File: src/rtl/counter_sink_pkg.sv
// Shared types and constants for the counter_sink handshake acceptor.
package counter_sink_pkg;

    typedef enum logic [1:0] {
        ST_IDLE = 2'd0,
        ST_WAIT = 2'd1,
        ST_ACK  = 2'd2
    } state_t;

    localparam int DLY_W = 8;

    // Value loaded into the delay counter on leaving IDLE; the WAIT state
    // exits once the counter reaches zero, so one cycle is subtracted here.
    function automatic logic [DLY_W-1:0] dly_load(input int delay);
        if (delay > 0) begin
            return DLY_W'(delay - 1);
        end
        return '0;
    endfunction

endpackage

File: src/rtl/counter_sink_if.sv
// Output channel of the ripple counter's last stage plus the sink's status view.
interface counter_sink_if #(
    parameter int WIDTH = 16
);
    logic             ro;
    logic             ao;
    logic             hold;
    logic             clear;
    logic [WIDTH-1:0] count;
    logic             evt;
    logic             overflow;
    logic             busy;

    modport master (
        output ro, hold, clear,
        input  ao, count, evt, overflow, busy
    );

    modport slave (
        input  ro, hold, clear,
        output ao, count, evt, overflow, busy
    );
endinterface

File: src/rtl/counter_sink_handshake_sync.sv
// N-flop synchroniser for asynchronous signals coming from the counter chain.
module handshake_sync #(
    parameter int STAGES = 2
) (
    input  logic clk,
    input  logic rst_n,
    input  logic i_async,
    output logic o_sync
);
    logic [STAGES-1:0] r_sync;

    always_ff @(posedge clk or negedge rst_n) begin
        if (!rst_n) begin
            r_sync <= '0;
        end else begin
            r_sync <= {r_sync[STAGES-2:0], i_async};
        end
    end

    assign o_sync = r_sync[STAGES-1];
endmodule

File: src/rtl/counter_sink.sv
// Clocked 4-phase acceptor for the ripple counter's final stage; counts
// completed handshakes and returns a registered, glitch-free acknowledge.
//
//   state   | meaning
//   --------+-----------------------------------------------------------
//   ST_IDLE | ao low, waiting for synchronised ro to rise
//   ST_WAIT | request seen, delay counter running / hold blocking ao
//   ST_ACK  | ao high, waiting for synchronised ro to fall
module counter_sink
    import counter_sink_pkg::*;
#(
    parameter int WIDTH       = 16,
    parameter int SYNC_STAGES = 2,
    parameter int ACK_DELAY   = 0
) (
    input  logic           clk,
    input  logic           rst_n,
    counter_sink_if.slave  bus
);
    localparam logic [DLY_W-1:0] DLY_LOAD = dly_load(ACK_DELAY);
    localparam bit               NO_DELAY = (ACK_DELAY == 0);

    state_t           r_state;
    state_t           w_next_state;
    logic [DLY_W-1:0] r_dly;
    logic [WIDTH-1:0] r_count;
    logic             r_ao;
    logic             r_evt;
    logic             r_ovf;
    logic             w_ro_s;
    logic             w_enter_ack;
    logic             w_load_dly;

    handshake_sync #(
        .STAGES (SYNC_STAGES)
    ) u_ro_sync (
        .clk     (clk),
        .rst_n   (rst_n),
        .i_async (bus.ro),
        .o_sync  (w_ro_s)
    );

    // ao is taken from its own flop rather than decoded from the state
    // vector, so the counter never sees a decode glitch.
    always_ff @(posedge clk or negedge rst_n) begin
        if (!rst_n) begin
            r_state <= ST_IDLE;
            r_ao    <= 1'b0;
        end else begin
            r_state <= w_next_state;
            r_ao    <= (w_next_state == ST_ACK);
        end
    end

    always_comb begin
        w_next_state = r_state;
        case (r_state)
            ST_IDLE: begin
                if (w_ro_s) begin
                    if (!NO_DELAY) begin
                        w_next_state = ST_WAIT;
                    end else if (!bus.hold) begin
                        w_next_state = ST_ACK;
                    end
                end
            end
            ST_WAIT: begin
                if ((r_dly == '0) && !bus.hold) begin
                    w_next_state = ST_ACK;
                end
            end
            ST_ACK: begin
                if (!w_ro_s) begin
                    w_next_state = ST_IDLE;
                end
            end
            default: begin
                w_next_state = ST_IDLE;
            end
        endcase
    end

    always_comb begin
        w_enter_ack = (w_next_state == ST_ACK) && (r_state != ST_ACK);
        w_load_dly  = (r_state == ST_IDLE) && (w_next_state == ST_WAIT);
    end

    always_ff @(posedge clk or negedge rst_n) begin
        if (!rst_n) begin
            r_dly <= '0;
        end else if (w_load_dly) begin
            r_dly <= DLY_LOAD;
        end else if ((r_state == ST_WAIT) && (r_dly != '0)) begin
            r_dly <= r_dly - DLY_W'(1);
        end
    end

    // A clear coinciding with an accepted handshake keeps that handshake.
    always_ff @(posedge clk or negedge rst_n) begin
        if (!rst_n) begin
            r_count <= '0;
            r_ovf   <= 1'b0;
            r_evt   <= 1'b0;
        end else begin
            r_evt <= w_enter_ack;
            if (w_enter_ack) begin
                if (bus.clear) begin
                    r_count <= WIDTH'(1);
                    r_ovf   <= 1'b0;
                end else begin
                    r_count <= r_count + WIDTH'(1);
                    if (&r_count) begin
                        r_ovf <= 1'b1;
                    end
                end
            end else if (bus.clear) begin
                r_count <= '0;
                r_ovf   <= 1'b0;
            end
        end
    end

    assign bus.ao       = r_ao;
    assign bus.count    = r_count;
    assign bus.evt      = r_evt;
    assign bus.overflow = r_ovf;
    assign bus.busy     = (r_state != ST_IDLE);

endmodule

File: src/flat_wrapper.sv
// flat-port wrapper written by rule: the top's interface ports become plain ports
module counter_sink_flat import counter_sink_pkg::*;
#(
    parameter int WIDTH       = 16,
    parameter int SYNC_STAGES = 2,
    parameter int ACK_DELAY   = 0
)
  (clk, rst_n, bus_ro, bus_hold, bus_clear, bus_ao, bus_count, bus_evt, bus_overflow, bus_busy);
  counter_sink_if #(.WIDTH(WIDTH)) bus_i ();
  input  logic clk;
  input  logic rst_n;
  input wire logic [$bits(bus_i.ro)-1:0] bus_ro;
  input wire logic [$bits(bus_i.hold)-1:0] bus_hold;
  input wire logic [$bits(bus_i.clear)-1:0] bus_clear;
  output wire logic [$bits(bus_i.ao)-1:0] bus_ao;
  output wire logic [$bits(bus_i.count)-1:0] bus_count;
  output wire logic [$bits(bus_i.evt)-1:0] bus_evt;
  output wire logic [$bits(bus_i.overflow)-1:0] bus_overflow;
  output wire logic [$bits(bus_i.busy)-1:0] bus_busy;
  assign bus_i.ro = bus_ro;
  assign bus_i.hold = bus_hold;
  assign bus_i.clear = bus_clear;
  assign bus_ao = bus_i.ao;
  assign bus_count = bus_i.count;
  assign bus_evt = bus_i.evt;
  assign bus_overflow = bus_i.overflow;
  assign bus_busy = bus_i.busy;
  counter_sink #(.WIDTH(WIDTH), .SYNC_STAGES(SYNC_STAGES), .ACK_DELAY(ACK_DELAY)) u_core (.clk(clk), .rst_n(rst_n), .bus(bus_i));
endmodule
File: config.mk
export PLATFORM = sky130hd
export DESIGN_NAME = counter_sink_flat
export DESIGN_NICKNAME = d
export VERILOG_FILES = /design/src/rtl/counter_sink_pkg.sv /design/src/rtl/counter_sink_if.sv /design/src/rtl/counter_sink_handshake_sync.sv /design/src/rtl/counter_sink.sv /design/src/flat_wrapper.sv
export SDC_FILE = /design/constraint.sdc
export NUM_CORES = 1
export LEC_CHECK = 0
export CAP_MARGIN = 20
export CORE_MARGIN = 1.5
export CORE_UTILIZATION = 40
export CTS_CLUSTER_DIAMETER = 80
export DETAILED_ROUTE_END_ITERATION = 6
export DONT_BUFFER_PORTS = 1
export PLACE_DENSITY = 0.66
export SETUP_SLACK_MARGIN = 0.2
export SKIP_LAST_GASP = 1
export SLEW_MARGIN = 20
export SYNTH_ARGS = -nofsm -noshare
export SYNTH_HDL_FRONTEND = slang
export SYNTH_HIERARCHICAL = 1
export SYNTH_SLANG_ARGS = --single-unit
File: constraint.sdc
create_clock -name clk -period 2.61 [get_ports clk]
set_input_delay 0.261 -clock clk [delete_from_list [all_inputs] [get_ports clk]]
set_output_delay 0.261 -clock clk [all_outputs]
set_load 0.02 [all_outputs]
# --- Word level (Yosys, flattened, before mapping) ---
# Index checks and enable logic that the tools add are counted.
classes:
  reduce_logical: 14
  mux: 14
  eq_ne: 5
  addsub: 2
ops:
  columns: ["operator", "count"]
  rows:
  - ["$mux 16", 3]
  - ["$add 16x1->16 const B", 1]
  - ["$mux 8", 2]
  - ["$reduce_and 16->1", 1]
  - ["$logic_not 8->1", 1]
  - ["$mux 2", 4]
  - ["$reduce_bool 2->1", 4]
  - ["$reduce_bool 8->1", 1]
  - ["$sub 8x1->8 const B", 1]
  - ["$pmux 2 s3", 1]
  - ["$eq 2x1->1 const B", 2]
  - ["$eq 2x2->1 const B", 2]
  - ["$logic_and 1x1->1", 4]
  - ["$mux 1", 4]
  - ["$logic_not 2->1", 1]
  - ["$ne 2x2->1 const B", 1]
  - ["$reduce_and 2->1", 1]
  - ["$logic_not 1->1", 1]
word_totals:
  regBits: 31
  wordCells: 42

# --- Logic depth before layout (Yosys ltp) ---
# Gate-level depths: netlist of the first run.
depth:
  ltp_word: 8
  depth_mapped: 7

# --- Cells and area by module ---
# Netlist of the first run, hierarchy kept.
by_module_without_submodules:
  columns: ["module", "area_each_um2", "cells_each", "n_inst"]
  rows:
  - ["counter_sink", 1611.5, 159, 1]
  - ["handshake_sync", 50.0, 2, 1]

# --- Least setup slack after synthesis of the first run ---
# Ideal clock, no wire load.
synth_path:
  path_kind: "register -> register"
  start: "register u_core.r_count[2], in the netlist u_core/bus.count[2]"
  end: "register u_core.r_count[10], in the netlist u_core/bus.count[10]"
  path_slack_ps: 741
  period_less_slack_ps: 1869
  arrival_time_ps: 1741
  setup_ps: 128
  path_stages_with_launch: 6
  path_buffers: 1
  cell_sequence: "dfrtp_1 and3_1 buf_4 or4b_4 a21oi_1 mux2_1"
synth_between:
  elab_chain_cells: 3
synth_lines:
  columns: ["element", "line_no", "source"]
  rows:
  - ["start, declared", "counter_sink.sv:26", "logic [WIDTH-1:0] r_count;"]
  - ["start signal, assigned", "counter_sink.sv:111", "r_count <= r_count + WIDTH'(1);"]
  - ["$add 16x1->16", "counter_sink.sv:111", null]
  - ["$mux 16", "counter_sink.sv:107", "if (bus.clear) begin"]
  - ["$mux 16", "counter_sink.sv:106", "if (w_enter_ack) begin"]
# No other way between the ends.
# A chain may end at the register's enable or synchronous reset.

# --- Final worst setup path of the first run ---
layout_path:
  start: "register u_core.r_dly[0]"
  end: "register u_core.r_count[14], in the netlist u_core/bus.count[14]"
layout_between:
  elab_chain_cells: 7
  word_cells_on_any_way: 8
layout_lines:
  columns: ["element", "line_no", "source"]
  rows:
  - ["start, declared", "counter_sink.sv:25", "logic [DLY_W-1:0] r_dly;"]
  - ["start signal, assigned", "counter_sink.sv:94", "r_dly <= r_dly - DLY_W'(1);"]
  - ["$logic_not 8->1 (*)", "counter_sink.sv:68", "if ((r_dly == '0) && !bus.hold) begin"]
  - ["$logic_and 1x1->1 (*)", "counter_sink.sv:68", null]
  - ["$mux 2 (*)", "counter_sink.sv:68", null]
  - ["$pmux 2 s3 (*)", "counter_sink.sv:57", "case (r_state)"]
  - ["$eq 2x2->1 (*)", "counter_sink.sv:84", "w_enter_ack = (w_next_state == ST_ACK) && (r_state != ST_ACK);"]
  - ["$logic_and 1x1->1 (*)", "counter_sink.sv:84", null]
  - ["$mux 16 / $reduce_bool 2->1 (equally long branches)", null, null]
# Mark *: on every way between the ends. The rest lies on a longest branch, timed or not.

==> key figures, run 1 <==
STA
  • Setup violators final: 0
  • Slew Viols, Final: 0
  • Hold slack final: 0.0353 ns
  • Crit share post-route: 79.5%
  • Final hold viol count: 0
  • Skew final: 0.00516 ns
  • RSZ-0062 raised after global routing: no
  • Minimum clock period: 2.07 ns
  • Post-route setup TNS: 0 ns
  • Measured slew at the worst slew-check pin: 0.431 ns
  • Fmax: 0.482 GHz
  • Setup slack after layout: 0.536 ns
  • Worst slew margin: 71.0%

Setup path
  • Crit Path Max Fanout: 14
  • Crit path DAT: 2.24 ns
  • CP endpoint kind: flop
  • Crit path launch type: flop
  • Critical path type: flop to flop
  • Setup slack, reg-to-reg: 0.54 ns
  • CP Data Required Time: 2.78 ns

Run status
  • Status: completed

Detailed routing
  • Via/cell ratio: 5.48
  • Drt first-iter violations: 44
  • Routed WL per cell: 15.1 um
  • TritonRoute pass-1 iters: 4
  • Antenna Nets Post-Route: 0
  • Vias: 1183
  • DRC: 0
  • Routed wire length: 3.26 mm

Power
  • Worst VDD drop: 357 uV
  • P_leak: 0.795 nW
  • PD cells: 517 nW/um2
  • Post-layout power: 0.946 mW

Logic synthesis
  • Most frequent cell after synthesis: dfrtp_1
  • Synth Area per Inst: 10.3 um2
  • Main synth FF type: dfrtp_1
  • Share of the synthesized area in the top cell type: 46.7%
  • Cell taking the most area after synthesis: dfrtp_1
  • Most area-consuming cells after synthesis: dfrtp_1 47%, nor2b_1 4.9%, mux2_1 4.7%
  • Cells after synthesis: 161
  • Post-synthesis cell area: 1660 um2
  • Number of synthesized flops with an enable pin: 0
  • Netlist cell types: 36
  • Seq/Total Area, Yosys: 46.7%
  • Post-synth top cells: 31 x dfrtp_1, 18 x nor2_1, 13 x nor2b_1
  • Ys async rst share: 100%
  • Synthesized net count: 169
  • #FFs+latches synth: 31
  • Yosys warning count: 6

Floorplanning
  • Die Wd: 67.5 um
  • Core footprint: 4000 um2
  • Initial core utilization: 41.5%
  • Die height: 67.5 um
  • Die ar.: 4550 um2
  • Row Count: 23
  • # IOs: 25

Clock network
  • Clk sinks: 31
  • CTS root buffer: clkbuf_8
  • H-tree depth: 2
  • Cts hold-fix bufs: 3
  • CTS Buf Count: 5
  • Resize count post-CTS: 0
  • Postcts setup bufs: 0
  • Clock buffer depth: 2
  • Clk_lat worst skew: 0.28 ns
  • Clock Pin Slew Worst Setup and Hold Paths: 0.06 ns
  • CTS tree: done

GRT
  • Initial antenna violation count: 0
  • Global Route Usage Sum: 16.6%
  • Number of global-route vias before repair: 1205
  • Global-route wire length before repair: 5.48 mm
  • Largest net degree at the start of global routing: 32
  • GRT overflow: 0

Run
  • Max_cap viols: 0

Place
  • Dpl hpwl: 2.30 mm
  • Port-buffer cells: 0
  • Worst slack, placed: 0.544 ns
  • Placer Congestion: 0.797

Final layout
  • Register area: 776 um2
  • N_diodes: 0
  • Nets: 173
  • Fraction of layout cells with a size suffix above 1: 15.1%
  • Area occupied by multi-input gates: 836 um2
  • Final Util: 45.7%
  • Synthesis-to-layout area growth: 10.1%
  • Layout fillers: 385

Min path
  • Hold crit path type: primary input to flop
## report_power, final
part / internal [mW] / total [mW] / switching, mW
combinational: 0.0145 / 0.0383 / 0.0237
clock: 0.240 / 0.407 / 0.166
sequential: 0.488 / 0.501 / 0.0133
total: 0.743 / 0.946 / 0.204
## layer usage
layer | wire, um | track usage [%]
met1 | 1370 | 18.2
met2 | 1600 | 28.2
met3 | 227 | 6.00
met4 | 54 | 8.42
met5 | 0 | 0
## flip-flops by register name, indices dropped and copies added, names as in the netlist
name and count:
u_core/bus.evt 1, u_core/bus.count 16, u_core/bus.overflow 1, u_core/u_ro_sync/r_sync 2, u_core/bus.ao 1, u_core/r_dly 8
u_core/r_state 2
## final cells by class
| class | instances | area share (%) |
|---|---|---|
| multi-input cells | 120 | 45.7 |
| flip-flops and latches | 31 | 42.4 |
| clock buffers | 8 | 5.47 |
| well taps | 50 | 3.42 |
| repair buffers | 3 | 2.19 |
| inverters | 4 | 0.821 |
## worst paths after layout
kind	startpoint	endpoint	depth (start not counted)
worst max-delay path	u_core/r_dly[0]	u_core/bus.count[14]	6
worst min-delay path	bus_clear	u_core/bus.count[1]	1
worst max register to register	u_core/r_dly[0]	u_core/bus.count[14]	6
worst min register to register	u_core/u_ro_sync/r_sync[0]	u_core/u_ro_sync/r_sync[1]	0
max in group asynchronous	rst_n	u_core/r_dly[7]	2
min in group asynchronous	rst_n	u_core/bus.count[15]	2
## stage by stage
step	instance area, um2	std cells
after floorplan	1660	161
after global placement	1690	205
after detailed placement	1690	205
after CTS	1830	216
after global routing	1830	216
final	1830	216
## placed cells by master, fill, tap and decap left out, types with 7 or more instances in the layout
cell type,netlist,layout
a21oi_1,10,10
clkbuf_8,0,7
dfrtp_1,31,31
mux2_1,7,7
nand2_1,10,10
nand3_1,9,9
nor2_1,18,18
nor2b_1,13,13
xnor2_1,8,8
## logic make-up (layout without fill, tap and decap cells)
logic type / count (synthesis) / after routing / share of synthesized area, %
buffers and inverters: 10 / 15 / 3.01
adder cells (fa/ha/maj): 3 / 3 / 2.26
XOR/XNOR: 8 / 8 / 4.22
AND/OR/NAND/NOR: 73 / 73 / 25.6
multiplexers: 14 / 14 / 9.41
flip-flops: 31 / 31 / 46.7
AO/OA/AOI/OAI: 22 / 22 / 8.81
## critical path, cell delays in order (launching register included)
cell      delay [ns]
dfrtp_1         0.39
inv_1           0.12
ha_1            0.15
nor3b_2         0.35
nand4b_4        0.28
a211oi_1        0.30
mux2_2          0.37
No activity file was read; power rests on OpenSTA's default activity.
==> run 2, diff against run 1 <==
PLACE_DENSITY = 0.68   (was 0.66)
clock period = 1.8 ns   (was 2.61 ns; I/O delays follow)
==> key figures, run 2 (same netlist as run 1, synthesis figures left out) <==
Clock network
  • Clock Pin Slew Worst Setup and Hold Paths: 0.07 ns
  • CTS tree: done
  • Clk sinks: 31
  • CTS Buf Count: 5
  • H-tree depth: 2
  • CTS root buffer: clkbuf_8
  • Clock buffer depth: 2
  • Clk_lat worst skew: 0.29 ns

STA
  • Worst slew margin: 77.8%
  • Minimum clock period: 1.81 ns
  • Slew Viols, Final: 0
  • Skew final: 0.00666 ns
  • Fmax: 0.552 GHz
  • Hold slack final: 0.0725 ns
  • Setup violators final: 7
  • RSZ-0062 raised after global routing: yes
  • Setup slack after layout: -0.0124 ns
  • Final hold viol count: 0
  • Measured slew at the worst slew-check pin: 0.330 ns
  • Post-route setup TNS: -0.0473 ns
  • Crit share post-route: 101%

Final layout
  • Max reg flops: 16
  • Fraction of layout cells with a size suffix above 1: 48.3%
  • N_diodes: 0
  • Commonest non-fill, non-tap cell in the layout: buf_4
  • Most frequent cells in the layout: 32 x buf_4, 28 x dfrtp_1, 17 x nor2_1
  • Synthesis-to-layout area growth: 47.3%
  • Nets: 216
  • Layout fillers: 318

Run status
  • Failing checks: negative setup slack
  • Status: complete, but fails checks

Floorplanning
  • Die ar.: 4550 um2
  • Initial core utilization: 41.5%
  • Die height: 67.5 um
  • Core footprint: 4000 um2
  • # IOs: 25
  • Row Count: 23
  • Die Wd: 67.5 um

GRT
  • Number of global-route vias before repair: 1405
  • Global Route Usage Sum: 20.1%
  • Largest net degree at the start of global routing: 32
  • Initial antenna violation count: 0
  • Global-route wire length before repair: 6.64 mm
  • GRT overflow: 0

Power
  • Sw Ratio: 21.4%
  • Comb pwr share: 5.4%
  • Post-layout power: 1.51 mW
  • Internal power: 1.19 mW
  • Worst VDD drop: 474 uV
  • Clock power frac: 46.9%
  • Sw Pwr: 0.322 mW
  • Sequential power share: 47.7%
  • P_leak: 1.06 nW
  • PD cells: 616 nW/um2

Detailed routing
  • Routed wire length: 4.41 mm
  • Routed WL per cell: 17.0 um
  • Via/cell ratio: 5.40
  • TritonRoute pass-1 iters: 4
  • Drt first-iter violations: 63
  • Antenna Nets Post-Route: 0
  • DRC: 0
  • Vias: 1399

Setup path
  • Crit Path Max Fanout: 4
  • CP Data Required Time: 1.97 ns
  • Critical path type: flop to flop
  • CP endpoint kind: flop
  • Crit path DAT: 1.99 ns
  • Crit path launch type: flop

Run
  • Max_cap viols: 0

Place
  • Port-buffer cells: 0
  • Worst slack, placed: -0.0893 ns
  • Placer Congestion: 0.801
  • Dpl hpwl: 2.70 mm

Min path
  • Hold crit path type: primary input to flop
[run 2: changes by cell type in the layout (fill, tap and decap cells not counted), sizes merged]
cell | previous run | this run
buf | 1 | 42
bufinv | 0 | 1
clkbuf | 8 | 6
clkinv | 0 | 1
dlygate4sd3 | 2 | 3
nand4b | 1 | 2
[run 2: power by group through the flow]
stage | logic (mW) | clock network, mW | registers, mW
after floorplan | 0.0404 | 0 | 0.737
after global placement | 0.0496 | 0 | 0.732
after global routing | 0.0886 | 0.763 | 0.720
after detailed placement | 0.0512 | 0 | 0.732
final | 0.0809 | 0.707 | 0.720
after CTS | 0.0781 | 0.727 | 0.719
[run 2: worst paths after layout]
| kind | depth (start not counted) | endpoint | from | slack (ns) |
|---|---|---|---|---|
| max | 8 | u_core/bus.count[6] | u_core/r_dly[1] | -0.01 |
| min | 2 | u_core/bus.count[15] | bus_clear | 0.07 |
| max reg2reg | 8 | u_core/bus.count[6] | u_core/r_dly[1] | -0.01 |
| min reg2reg | 0 | u_core/u_ro_sync/r_sync[1] | u_core/u_ro_sync/r_sync[0] | 0.35 |
| max in group asynchronous | 2 | u_core/bus.count[2] | rst_n | 1.28 |
| min in group asynchronous | 2 | u_core/bus.count[13] | rst_n | 0.35 |
[run 2: per-layer routing]
layer	up-vias	track usage [%]	routed length (um)
met2	42	35.1	2240
met1	692	23.0	1780
li1	658	-	-
met5	-	0	0
met3	7	7.17	332
met4	0	5.87	55
[run 2: per-stage QoR]
step,util (%),cells,cell area [um2]
global placement,48.3,232,1930
detailed placement,48.3,232,1930
global route,61.2,259,2450
CTS,57.3,253,2290
finish,61.2,259,2450
floorplan,-,161,1710
[run 2: final cells by class]
type / instances / area, um2 / area share, %
multi-input cells: 121 / 1060 / 43.5
clock inverters: 2 / 35.0 / 1.43
repair buffers: 45 / 409 / 16.7
flip-flops and latches: 31 / 779 / 31.9
inverters: 4 / 15.0 / 0.613
well taps: 50 / 62.6 / 2.56
clock buffers: 6 / 82.6 / 3.37
[run 2: timing repair]
item | 4_1_cts | 5_1_grt
setup endpoints to repair | 23 | 25
hold buffers | 4 | 0
pin swaps | 13 | 11
resized for setup | 20 | 23
hold endpoints to repair | 33 | 0
gates cloned | 1 | 0
buffers inserted | 8 | 6
[run 2: worst max-delay path, stage by stage, from the launching register on]
cell      delay, ns
dfrtp_1        0.39
inv_2          0.09
ha_4           0.13
nor3b_4        0.19
buf_6          0.14
buf_12         0.09
nand4b_4       0.14
a21oi_2        0.21
mux2_4         0.32
